### src/rtl/m74_cnt_param.sv
// Parametrised 74HC161-style counter: programmable modulus, up/down,
// synchronous clear/load, cascadable TC, registered WRAP and sticky OVF.
module m74_cnt_param #(
  parameter int unsigned WIDTH   = 4,
  parameter int unsigned MODULUS = 0
) (
  input  logic             CP,
  input  logic             MR,
  input  logic             SR,
  input  logic             PEn,
  input  logic [WIDTH-1:0] Di,
  input  logic             CEP,
  input  logic             CET,
  input  logic             UD,
  input  logic             OVF_CLR,
  output logic [WIDTH-1:0] Qo,
  output logic             TC,
  output logic             WRAP,
  output logic             OVF
);

  // TOP is derived without ever forming M itself, so WIDTH=32 with
  // MODULUS=0 needs no 33-bit intermediate.
  localparam logic [WIDTH-1:0] TOP = (MODULUS == 0) ? '1 : WIDTH'(MODULUS - 1);
  localparam logic [WIDTH-1:0] ONE = WIDTH'(1);

  logic [WIDTH-1:0] q_q, q_d;
  logic             wrap_q, wrap_d;
  logic             ovf_q, ovf_d;
  logic             at_top, at_zero, wrap_evt;

  assign at_top  = (q_q >= TOP);
  assign at_zero = (q_q == '0);

  always_comb begin
    q_d      = q_q;
    wrap_evt = 1'b0;
    if (SR) begin
      q_d = '0;
    end else if (!PEn) begin
      q_d = Di;
    end else if (CEP && CET) begin
      if (UD) begin
        if (at_top) begin
          q_d      = '0;
          wrap_evt = 1'b1;
        end else begin
          q_d = q_q + ONE;
        end
      end else begin
        if (at_zero) begin
          q_d      = TOP;
          wrap_evt = 1'b1;
        end else begin
          q_d = q_q - ONE;
        end
      end
    end
  end

  // A wrap on the same edge as OVF_CLR keeps the flag set.
  always_comb begin
    wrap_d = wrap_evt;
    ovf_d  = ovf_q;
    if (wrap_evt) begin
      ovf_d = 1'b1;
    end else if (OVF_CLR) begin
      ovf_d = 1'b0;
    end
  end

  always_ff @(posedge CP or posedge MR) begin
    if (MR) begin
      q_q    <= '0;
      wrap_q <= 1'b0;
      ovf_q  <= 1'b0;
    end else begin
      q_q    <= q_d;
      wrap_q <= wrap_d;
      ovf_q  <= ovf_d;
    end
  end

  assign Qo   = q_q;
  assign TC   = CET & (UD ? at_top : at_zero);
  assign WRAP = wrap_q;
  assign OVF  = ovf_q;

endmodule

### config.mk
export PLATFORM = sky130hd
export DESIGN_NAME = m74_cnt_param
export DESIGN_NICKNAME = d
export VERILOG_FILES = /design/src/rtl/m74_cnt_param.sv
export SDC_FILE = /design/constraint.sdc
export NUM_CORES = 1
export LEC_CHECK = 0
export CORE_AREA = 2 2 39 41
export CTS_CLUSTER_SIZE = 24
export DETAILED_ROUTE_END_ITERATION = 16
export DIE_AREA = 0 0 41 43
export DONT_BUFFER_PORTS = 1
export SYNTH_ARGS = -nofsm -noshare
export SYNTH_HDL_FRONTEND = slang
export SYNTH_SLANG_ARGS = --single-unit
### constraint.sdc
create_clock -name CP -period 3.5 [get_ports CP]
set_input_delay 0.525 -clock CP [delete_from_list [all_inputs] [get_ports CP]]
set_output_delay 0.525 -clock CP [all_outputs]
set_load 0.03 [all_outputs]
==> summary.json <==
{
  "run_status": {
    "outcome": "finished clean"
  },
  "synth": {
    "post_synth_instance_area_um2": 464,
    "synthesized_instance_count": 53,
    "ys.warnings.count": 0,
    "seq_area_frac_synth_pct": 32.3,
    "postSynthNetCount": 68,
    "synthDistinctLibCells": 30,
    "ys_ff_latch": 6,
    "synth_area_per_cell_um2": 8.76
  },
  "worst_setup_path": {
    "setup.worst_path.start_class": "flip-flop",
    "critical-path-max-stage-delay_ns": 0.59,
    "criticalPathCategory": "flip-flop to output pin",
    "crit_required_ns": 2.97,
    "arrival_time_worst_endpoint_ns": 1.95,
    "timing.critical_path.buf_inv": 1,
    "cpMaxStageDelayCell": "sky130_fd_sc_hd__dfrtp_1",
    "critical_path.cell_chain": "inv_1 -> ha_1 -> nor2b_2 -> a2bb2o_1 -> and2_1",
    "timing.critical_path.fanout_max": 6,
    "worst_path_dominant_cell_family": "flip-flops",
    "timing.critical_path.to_type": "output pin"
  },
  "grt": {
    "grt_first_pass_wirelength_mm": 1.68,
    "grt_overflow_total": 0,
    "grt.met1_usage_pct": 19.2,
    "antenna_found_initial": 0,
    "pin_count_of_the_biggest_net_entering_global_routing": 11,
    "grt-busiest-layer": "met1",
    "gr-usage-all-layers_pct": 14.4,
    "met2_usage_pct": 19.1,
    "met3_usage_pct": 4.19,
    "grt_pass1_vias": 371
  },
  "timing": {
    "final_critical_path_setup_slack_ns": 1.02,
    "final-hold-violation-count": 0,
    "finalSetupTns_ns": 0,
    "unrepaired_setup_endpoints_after_global_routing": "no",
    "timing.final.crit_period_ns": 2.48,
    "final_setup_skew_ns": 0.00240,
    "worst_max_slew_pin_slew_ns": 0.513,
    "post-route-period-util_pct": 70.8,
    "final_number_of_setup_violating_endpoints": 0,
    "fmax_mhz": 404,
    "relative_slew_margins_pct": 65.8,
    "finalMaxSlewViolations": 0
  },
  "clocking": {
    "root_buffer": "sky130_fd_sc_hd__clkbuf_4",
    "cts-root-to-sink-buffers": 2,
    "worstSkewPairLatency_ns": 0.24,
    "post_cts_resize_count": 0,
    "worst_setup_hold_path_clk_slew_ns": 0.04,
    "tritoncts_clock_tree": "done",
    "hold_buffers": 0,
    "htree_levels": 1,
    "cts-buffers-inserted": 3,
    "cts.sinks": 6,
    "post-cts-setup-buffer-count": 0
  },
  "power_and_ir_drop": {
    "p_per_area_nw_per_um2": 373,
    "ir_drop_v": 0.0000824,
    "power.leakage_nw": 0.232
  },
  "drt": {
    "drt_iter0_drc": 4,
    "via_count": 396,
    "wire_per_inst_um": 14.4,
    "routed_wl_mm": 1.01,
    "post-route-drc-count": 0,
    "first_pass_iters": 4,
    "route.detailed.vias_per_inst": 5.66,
    "drtAntennaViolNets": 0
  },
  "place": {
    "place.gp.congestion": 0.849,
    "post-place-ws_ns": 1.28,
    "numPortBuffers": 0,
    "dp_hpwl_um": 837
  },
  "final_layout": {
    "final_net_count": 71,
    "postLayoutCoreUtil_pct": 35.9,
    "antenna_cells": 0,
    "num-fill-cells": 145,
    "synthToLayoutAreaGrowth_pct": 7.01,
    "drive_above_1_share_pct": 9.26
  },
  "floorplanning": {
    "dieArea_um2": 1760,
    "area_inside_the_core_boundary_um2": 1380,
    "top_level_ports": 19,
    "die_w_um": 41,
    "floorplan.initialDensity_pct": 33.5,
    "die_height_um": 43,
    "std_cell_rows": 14
  },
  "worst_hold_path": {
    "hold_path_class": "input port to async pin"
  },
  "run": {
    "drv_cap": 0
  }
}
-- cells in the mapped netlist --
cell / number / area (um2)
sky130_fd_sc_hd__a211oi_1: 2 / 15.0
sky130_fd_sc_hd__a21o_1: 2 / 15.0
sky130_fd_sc_hd__a21oi_1: 3 / 15.0
sky130_fd_sc_hd__a22oi_1: 1 / 7.51
sky130_fd_sc_hd__a2bb2o_1: 1 / 10.0
sky130_fd_sc_hd__a311oi_2: 1 / 15.0
sky130_fd_sc_hd__and2_1: 1 / 6.26
sky130_fd_sc_hd__and3b_1: 1 / 8.76
sky130_fd_sc_hd__buf_2: 2 / 10.0
sky130_fd_sc_hd__dfrtp_1: 6 / 150
sky130_fd_sc_hd__ha_1: 3 / 37.5
sky130_fd_sc_hd__inv_1: 5 / 18.8
sky130_fd_sc_hd__mux2i_1: 1 / 10.0
sky130_fd_sc_hd__nand2_1: 1 / 3.75
sky130_fd_sc_hd__nand2b_1: 1 / 6.26
sky130_fd_sc_hd__nand3_1: 3 / 15.0
sky130_fd_sc_hd__nor2_1: 5 / 18.8
sky130_fd_sc_hd__nor2b_1: 2 / 12.5
sky130_fd_sc_hd__nor2b_2: 1 / 8.76
sky130_fd_sc_hd__nor3_1: 1 / 5.00
sky130_fd_sc_hd__nor4_1: 1 / 6.26
sky130_fd_sc_hd__nor4b_1: 1 / 8.76
sky130_fd_sc_hd__o21a_1: 1 / 7.51
sky130_fd_sc_hd__o21ai_0: 1 / 5.00
sky130_fd_sc_hd__o21ai_1: 1 / 5.00
sky130_fd_sc_hd__o21bai_1: 1 / 7.51
sky130_fd_sc_hd__o311a_1: 1 / 10.0
sky130_fd_sc_hd__or4_1: 1 / 7.51
sky130_fd_sc_hd__xnor2_1: 1 / 8.76
sky130_fd_sc_hd__xor2_1: 1 / 8.76
-- worst paths after layout --
path / startpoint / to / slack [ns] / depth (start not counted)
min in group CP: SR / Qo[1] / 0.35 / 1
max in group asynchronous: MR / WRAP / 3.23 / 1
min: MR / Qo[3] / 0.08 / 1
min reg2reg: OVF / OVF / 0.70 / 1
max reg2reg: Qo[0] / Qo[2] / 1.52 / 6
max: Qo[0] / TC / 1.02 / 5
-- kinds of logic (layout without fill, tap and decap cells) --
group	Yosys count	after routing	share of synthesized area, %
simple gates	19	19	23.2
mux	1	1	2.16
compound gates	15	15	24.3
buf+inv	7	8	6.20
flops	6	6	32.3
fa+ha+maj	3	3	8.09
xor+xnor	2	2	3.77
-- state kept, by name, indices dropped and copies added, names as in the netlist --
register  cells
OVF           1
Qo            4
WRAP          1
-- stage by stage --
step / hold slack, ns / area [um2] / total power, W / instances
floorplan: 0.316 / 464 / 0.000120 / 53
global placement: 0.334 / 474 / 0.000125 / 67
detailed placement: 0.349 / 474 / 0.000125 / 67
CTS: 0.0903 / 497 / 0.000188 / 70
global route: 0.0920 / 497 / 0.000200 / 70
finish: 0.0810 / 497 / 0.000185 / 70
-- final cells by class --
| type | count | area, um2 | share of cell area (%) |
|---|---|---|---|
| Clock buffer | 3 | 22.5 | 4.53 |
| Inverter | 5 | 18.8 | 3.78 |
| Multi-Input combinational cell | 40 | 285 | 57.4 |
| Sequential cell | 6 | 150 | 30.2 |
| Tap cell | 16 | 20.0 | 4.03 |
-- metal layers --
metal | wire length (um) | share of wire, %
met1 | 428 | 42
met2 | 461 | 46
met5 | 0 | 0
met4 | 37 | 3.7
met3 | 80 | 7.9
-- placed cells by master, fill, tap and decap left out, drive strengths merged --
cell,n
a2bb2o,1
o311a,1
nand3,3
o21ai,2
nor4b,1
and2,1
a22oi,1
o21a,1
a21o,2
a311oi,1
nand2,1
inv,5
xor2,1
dfrtp,6
clkbuf,3
o21bai,1
xnor2,1
a211oi,2
nor2,5
nor2b,3
a21oi,3
and3b,1
mux2i,1
ha,3
nor3,1
nand2b,1
or4,1
nor4,1
-- power breakdown --
part | internal (W) | total, W | switching [W]
sequential | 0.0000733 | 0.0000886 | 0.0000154
combinational | 0.0000169 | 0.0000348 | 0.0000179
clock | 0.0000387 | 0.0000620 | 0.0000233
(Power assumes the default switching activity.)
